===== config.mk =====
export PLATFORM = sky130hd
export DESIGN_NAME = wb_pipe_slave
export DESIGN_NICKNAME = d
export VERILOG_FILES = /design/src/rtl/wb_pipe_slave.sv
export SDC_FILE = /design/constraint.sdc
export NUM_CORES = 1
export LEC_CHECK = 0
export ABC_AREA = 1
export CAP_MARGIN = 20
export CORE_MARGIN = 2
export CORE_UTILIZATION = 43
export DETAILED_ROUTE_END_ITERATION = 12
export RECOVER_POWER = 50
export SYNTH_ARGS = -nofsm -noshare
export SYNTH_HDL_FRONTEND = slang
export SYNTH_SLANG_ARGS = --single-unit

===== constraint.sdc =====
create_clock -name clk -period 2.8 [get_ports clk]
set_input_delay 0.28 -clock clk [delete_from_list [all_inputs] [get_ports clk]]
set_output_delay 0.28 -clock clk [all_outputs]
set_load 0.005 [all_outputs]

===== src/rtl/wb_pipe_slave.sv =====
`default_nettype none
// ============================================================================
// Module  : wb_pipe_slave
// Brief   : Pipelined Wishbone B4 responder with an in-order request FIFO,
//           a word-addressed register bank and a programmable service gap.
// Revision: 1.0
// ============================================================================
module wb_pipe_slave #(
    parameter int MEM_WORDS  = 16,
    parameter int FIFO_DEPTH = 4,
    parameter int SVC_GAP    = 0
) (
    input  logic                          clk,
    input  logic                          rst,
    input  logic                          i_wb_cyc,
    input  logic                          i_wb_stb,
    input  logic                          i_wb_we,
    input  logic [31:0]                   i_wb_addr,
    input  logic [31:0]                   i_wb_data,
    output logic [31:0]                   o_wb_data,
    output logic                          o_wb_ack,
    output logic                          o_wb_stall,
    output logic [$clog2(FIFO_DEPTH):0]   o_pending
);

    localparam int c_AW = $clog2(MEM_WORDS);
    localparam int c_PW = $clog2(FIFO_DEPTH);
    localparam int c_GW = (SVC_GAP < 2) ? 1 : $clog2(SVC_GAP + 1);

    localparam logic [c_PW:0]   c_FULL    = (c_PW + 1)'(FIFO_DEPTH);
    localparam logic [c_PW:0]   c_CNT_ONE = (c_PW + 1)'(1);
    localparam logic [c_PW-1:0] c_PTR_ONE = c_PW'(1);
    localparam logic [c_GW-1:0] c_GAP     = c_GW'(SVC_GAP);
    localparam logic [c_GW-1:0] c_GAP_ONE = c_GW'(1);

    logic [31:0]     r_bank      [MEM_WORDS];
    logic            r_fifo_we   [FIFO_DEPTH];
    logic [c_AW-1:0] r_fifo_idx  [FIFO_DEPTH];
    logic [31:0]     r_fifo_data [FIFO_DEPTH];

    logic [c_PW-1:0] r_wr_ptr;
    logic [c_PW-1:0] r_rd_ptr;
    logic [c_PW:0]   r_count;
    logic [c_GW-1:0] r_gap;
    logic            r_ack;
    logic [31:0]     r_rdata;

    logic            w_push;
    logic            w_pop;
    logic            w_head_we;
    logic [c_AW-1:0] w_head_idx;
    logic [31:0]     w_head_data;
    logic            w_unused_addr;

    assign o_wb_stall    = (r_count == c_FULL);
    assign o_pending     = r_count;
    assign o_wb_ack      = r_ack;
    assign o_wb_data     = r_rdata;

    assign w_push        = i_wb_cyc & i_wb_stb & ~o_wb_stall;
    assign w_pop         = i_wb_cyc & (r_count != '0) & (r_gap == '0);

    assign w_head_we     = r_fifo_we[r_rd_ptr];
    assign w_head_idx    = r_fifo_idx[r_rd_ptr];
    assign w_head_data   = r_fifo_data[r_rd_ptr];

    // Byte offset and upper address bits only cause aliasing.
    assign w_unused_addr = ^{i_wb_addr[31:c_AW+2], i_wb_addr[1:0]};

    // Entry storage needs no reset: occupancy alone decides what is valid.
    always_ff @(posedge clk) begin
        if (w_push) begin
            r_fifo_we[r_wr_ptr]   <= i_wb_we;
            r_fifo_idx[r_wr_ptr]  <= i_wb_addr[c_AW+1:2];
            r_fifo_data[r_wr_ptr] <= i_wb_data;
        end
    end

    always_ff @(posedge clk) begin
        if (rst) begin
            r_wr_ptr <= '0;
            r_rd_ptr <= '0;
            r_count  <= '0;
            r_gap    <= '0;
            r_ack    <= 1'b0;
        end else if (!i_wb_cyc) begin
            r_wr_ptr <= '0;
            r_rd_ptr <= '0;
            r_count  <= '0;
            r_gap    <= '0;
            r_ack    <= 1'b0;
        end else begin
            r_ack <= w_pop;
            if (w_push) begin
                r_wr_ptr <= r_wr_ptr + c_PTR_ONE;
            end
            if (w_pop) begin
                r_rd_ptr <= r_rd_ptr + c_PTR_ONE;
            end
            case ({w_push, w_pop})
                2'b10:   r_count <= r_count + c_CNT_ONE;
                2'b01:   r_count <= r_count - c_CNT_ONE;
                default: r_count <= r_count;
            endcase
            if (w_pop) begin
                r_gap <= c_GAP;
            end else if (r_gap != '0) begin
                r_gap <= r_gap - c_GAP_ONE;
            end
        end
    end

    always_ff @(posedge clk) begin
        if (rst) begin
            for (int i = 0; i < MEM_WORDS; i++) begin
                r_bank[i] <= '0;
            end
            r_rdata <= '0;
        end else if (w_pop) begin
            if (w_head_we) begin
                r_bank[w_head_idx] <= w_head_data;
            end else begin
                r_rdata <= r_bank[w_head_idx];
            end
        end
    end

endmodule
`default_nettype wire


Yosys cells after proc, flatten, opt, wreduce, memory -nomap -nowiden:

Memory sizes are Yosys's and may differ from the RTL's. A register that Yosys moved wholly into a read port is not among the register bits.
Cells that the tools add are included.

* register bits: 9
* bits in writable memories: 660
* bits of input ports: 69
* output and inout port bits: 37
* word-level logic and storage cells: 49
* memories: 4

Memory list
* r_bank: depth 16, width 32, rd ports 1, clocked after Yosys merged registers in 1, wr ports 16, line 36 `logic [31:0] r_bank [MEM_WORDS];`
* r_fifo_data: depth 4, width 32, rd ports 1, clocked after Yosys merged registers in 1, wr ports 1, line 39 `logic [31:0] r_fifo_data [FIFO_DEPTH];`
* r_fifo_idx: depth 4, width 4, rd ports 1, clocked after Yosys merged registers in 1, wr ports 1, line 38 `logic [c_AW-1:0] r_fifo_idx [FIFO_DEPTH];`
* r_fifo_we: depth 4, width 1, rd ports 1, clocked after Yosys merged registers in 1, wr ports 1, line 37 `logic r_fifo_we [FIFO_DEPTH];`

* add/sub/neg operators: 5
* equal/unequal tests: 3
* mux-type cells: 18
* bitwise gates (word level): 8
* reductions and logical operators: 6

Operator list (number)
* 2-to-1 mux 32 bit: 1
* OR reduction 32 bit: 1
* 2-to-1 mux 2 bit: 6
* 2-to-1 mux 1 bit: 9
* case mux 3 bit (2 select lines): 1
* adder 2 x 1 -> 2 bit (second input constant): 2
* bitwise AND 1 bit: 4
* 2-to-1 mux 4 bit: 1
* NOT 1 bit: 4
* OR reduction 4 bit: 1
* adder 3 x 1 -> 3 bit (second input constant): 1
* == test 3 bit (second input constant): 1
* nonzero test 3 bit: 1
* subtractor 3 x 1 -> 3 bit (second input constant): 1
* == test 2 x 1 -> 1 bit (second input constant): 1
* == test 2 bit (second input constant): 1
* AND reduction 2 bit: 1
* nonzero test 2 bit: 1
* OR reduction 2 bit: 1
* subtractor 1 bit (second input constant): 1

Logic depth before layout (Yosys ltp):

* word-level depth: 8
* mapped depth: 16
* depth with buffers taken out: 13

Worst setup path before layout:

No wires, ideal clock.

* path type: flip-flop to flip-flop
* from: register r_count[1] (netlist: o_pending[1])
* to: memory r_fifo_data[0][0] (enable)
* library setup time: 0.431 ns
* arrival: 2.291 ns
* data required time: 2.369 ns
* path slack: 0.078 ns
* stages on the path, launching flop included: 5
* path buffers: 0
* period minus slack after synthesis: 2.722 ns
* cell sequence: dfxtp_1 nor3_1 nor2_1 inv_1 nor2_1

* longest elaborated chain between the ends: 5

Ends and longest elaborated chain
* start: declaration: line 43 `logic [c_PW:0] r_count;`
* start signal: assignment: line 101 `2'b10: r_count <= r_count + c_CNT_ONE;`
* start signal: assignment: line 102 `2'b01: r_count <= r_count - c_CNT_ONE;`
* start signal: assignment: line 103 `default: r_count <= r_count;`
* == test 3 bit: line 55 `assign o_wb_stall = (r_count == c_FULL);`
* net o_wb_stall: line 22 `output logic o_wb_stall,`
* NOT 1 bit: line 60 `assign w_push = i_wb_cyc & i_wb_stb & ~o_wb_stall;`
* bitwise AND 1 bit: line 60
* 2-to-1 mux 1 bit: line 72 `if (w_push) begin`
* 2-to-1 mux 1 bit (implied by the code): line 75 `r_fifo_data[r_wr_ptr] <= i_wb_data;`
* end: declaration: line 39

The timed path passes the listed nets, and every way through them passes these cells.

==> flow_summary_export.csv <==
group,metric,value,unit
floorplan,die_area,74700,um^2
clock_tree,cts-root-buf,"clkbuf_16",
worst_setup_path,endpoint_kind,"flop",
global_route,grt_first_pass_wirelength,122000,um
route,firstDrtPassIters,5,
finish,diodes,0,
worst_setup_path,worstPathArrival,2880,ps
logic_synthesis,synth_top_cell_area_share,63.5,%
route,num_vias,22200,
sta,tightest_slew,1210,ps
logic_synthesis,synth_flop_cell,"edfxtp_1",
logic_synthesis,yosysTopAreaCell,"edfxtp_1",
finish,fill_cells,6453,
logic_synthesis,synth_edf_count,660,
logic_synthesis,yosysUniqueCellTypes,29,
job,drv_cap,0,
route,antenna_left,0,
global_route,grt_usage,21.1,%
min_path,hp-start,"i_wb_data[13]",
worst_setup_path,criticalPathCategory,"reg2reg",
logic_synthesis,syn_inst,3179,
clock_tree,clk_latency,620,ps
worst_setup_path,critPathRequiredTime,3040,ps
floorplan,dieWidth,273,um
global_route,grt-ovfl-total,0,
route,vias_per_cell,5.26,
finish,fin_area,35600,um^2
power_and_ir_drop,powerDensity,643,nW/um^2
floorplan,die_y,273,um
logic_synthesis,synth_area_leaders,"edfxtp_1 64%, nand2_1 15%, nor2_1 6.8%",
logic_synthesis,syn_nets,3254,
finish,syn2layout_area_growth,14.2,%
logic_synthesis,ys_ff_latch,703,
route,wl_per_cell,18.6,um
global_route,grt_pass1_vias,22200,
clock_tree,cts_max_path_buffers,3,
sta,rsz0062_at_grt,"no",
logic_synthesis,avgSynthCellArea,9.81,um^2
logic_synthesis,syn_area,31200,um^2
finish,final_nets,3289,
place,numPortBuffers,77,
place,place_congestion,0.797,
clock_tree,post_cts_buffers,0,
sta,setup_viol,0,
power_and_ir_drop,p_leak,14.9,nW
sta,finalCritPeriodShare,94.1,%
sta,slew_violations,0,
floorplan,initial_core_util,43.6,%
clock_tree,cts_max_level,3,
clock_tree,cts.sinks,703,
clock_tree,cts_tree,"yes",
sta,finalClockSkew,21.7,ps
finish,ff_latch_area,20700,um^2
clock_tree,numCtsBuffers,74,
logic_synthesis,async_flop_share,0,%
sta,slew_headroom,19.2,%
worst_setup_path,cp_max_fo,32,
sta,tns,0,ps
logic_synthesis,yosysSeqAreaShare,66.3,%
global_route,antenna_found_initial,0,
sta,clock.fmax,0.380,GHz
finish,multi_input_area,9270,um^2
logic_synthesis,synth_warnings,0,
min_path,hold_path.class,"in2reg",
route,first_iter_violations,1848,
place,dp_hpwl,46200,um
place,postPlaceCellArea,33500,um^2
clock_tree,path_clk_slew,60,ps
finish,drive_gt1_share,8.10,%
global_route,grt_start_max_net_pins,193,
clock_tree,cts_resized,0,
floorplan,ios,106,
power_and_ir_drop,vdd_drop_max,0.412,mV
status,outcome,"finished, final reports clean",
floorplan,num_rows,98,
worst_setup_path,cp-start-kind,"flop",
sta,post-route-min-period,2630,ps
route,drc,0,
route,drt-total-wl,78400,um
sta,finalHoldViolCount,0,
floorplan,coreArea,71600,um^2
clock_tree,cts_hold_buf,0,
finish,final_util,49.8,%
-- per-stage QoR --
stage	setup WS [ps]	total power (W)	instances	hold WS [ps]
after global routing	27.7	0.0236	4222	363
after global placement	127	0.0135	4088	450
after detailed placement	98.4	0.0135	4088	457
after CTS	243	0.0231	4222	270
after floorplan	77.6	0.0129	3179	358
final	166	0.0229	4222	375
-- worst max-delay path, cell delays in order, from the launching register on --
cell and delay, ps:
dfxtp_1 350, inv_2 110, buf_4 250, o21ai_0 120, o22ai_1 220, nand2_2 220, nor3_4 210, buf_12 150
nand2_1 70, nand2_1 70, buf_4 450
-- registers in the layout, summed over array words and instances, names as in the netlist, named ones only --
register and count:
r_fifo_data 128, o_pending 3, r_fifo_we 4, r_fifo_idx 16, o_wb_ack 1, r_wr_ptr 2
r_bank 512, r_rd_ptr 2, r_gap 1, o_wb_data 32
-- final cells by class --
cell class	instances	share of cell area, %
multi-input combinational	2222	26.0
timing repair buffer	190	5.71
clock buffer	102	6.02
tap	950	3.34
sequential	703	58.0
clock inverter	32	0.639
inverter	23	0.249
-- cells in the final DEF, fill, tap and decap left out, types with 2 or more instances in the layout --
master and count:
nand2_1 1259, edfxtp_1 660, nor2_1 561, nand3_1 228
clkbuf_16 80, dlygate4sd3_1 74, buf_4 62, o21ai_0 43
dfxtp_1 42, a21oi_1 40, buf_12 35, a32o_1 32
nor2_2 21, inv_1 19, clkbuf_1 17, clkinv_1 16
clkinv_2 9, nand2_2 6, clkbuf_8 6, clkbuf_2 6
nand2_4 5, nor2_4 5, ha_1 5, clkbuf_4 5
nor3_4 4, nor3_1 3, inv_2 3, bufinv_16 3
clkdlybuf4s50_1 3, buf_2 3, nand3_4 2, a21oi_4 2
clkinvlp_4 2
-- routing by layer --
metal  routed length, um  global-route usage [%]  vias to the layer above
li1                    -                       -                    10600
met1               33000                    27.1                    10800
met2               38900                    36.4                      691
met3                3940                    2.84                      149
met4                2540                    7.61                        0
met5                   0                       0                        -
-- cell usage after synthesis (all sizes together), types with 7 or more instances --
cell	number
dfxtp	43
o21ai	43
nor2	587
buf	155
a32o	32
nand2	1271
clkbuf	76
inv	23
a21oi	42
nor3	7
nand3	230
edfxtp	660
-- kinds of logic (layout without fill, tap and decap cells) --
kind of cell    after synthesis  in the layout  share of synthesized area [%]
compound gates              120            120                           2.53
fa+ha+maj                     6              6                          0.265
buf+inv                     254            347                           4.09
flops                       703            703                           66.3
other cells                   1              1                         0.0120
simple gates               2095           2095                           26.8
-- final timing paths --
kind / end / slack [ps] / depth (start not counted)
worst max-delay path: r_bank[6][7] / 170 / 10
worst min-delay path: r_fifo_data[0][13] / 370 / 1
worst max register to register: r_bank[6][7] / 170 / 10
worst min register to register: r_rd_ptr[1] / 470 / 2
-- report_power, final --
part | switching [W] | internal [W]
Clock | 0.00401 | 0.00562
Sequential | 0.0000872 | 0.0118
Combinational | 0.000986 | 0.000428
No activity file was read; power rests on OpenSTA's default activity.
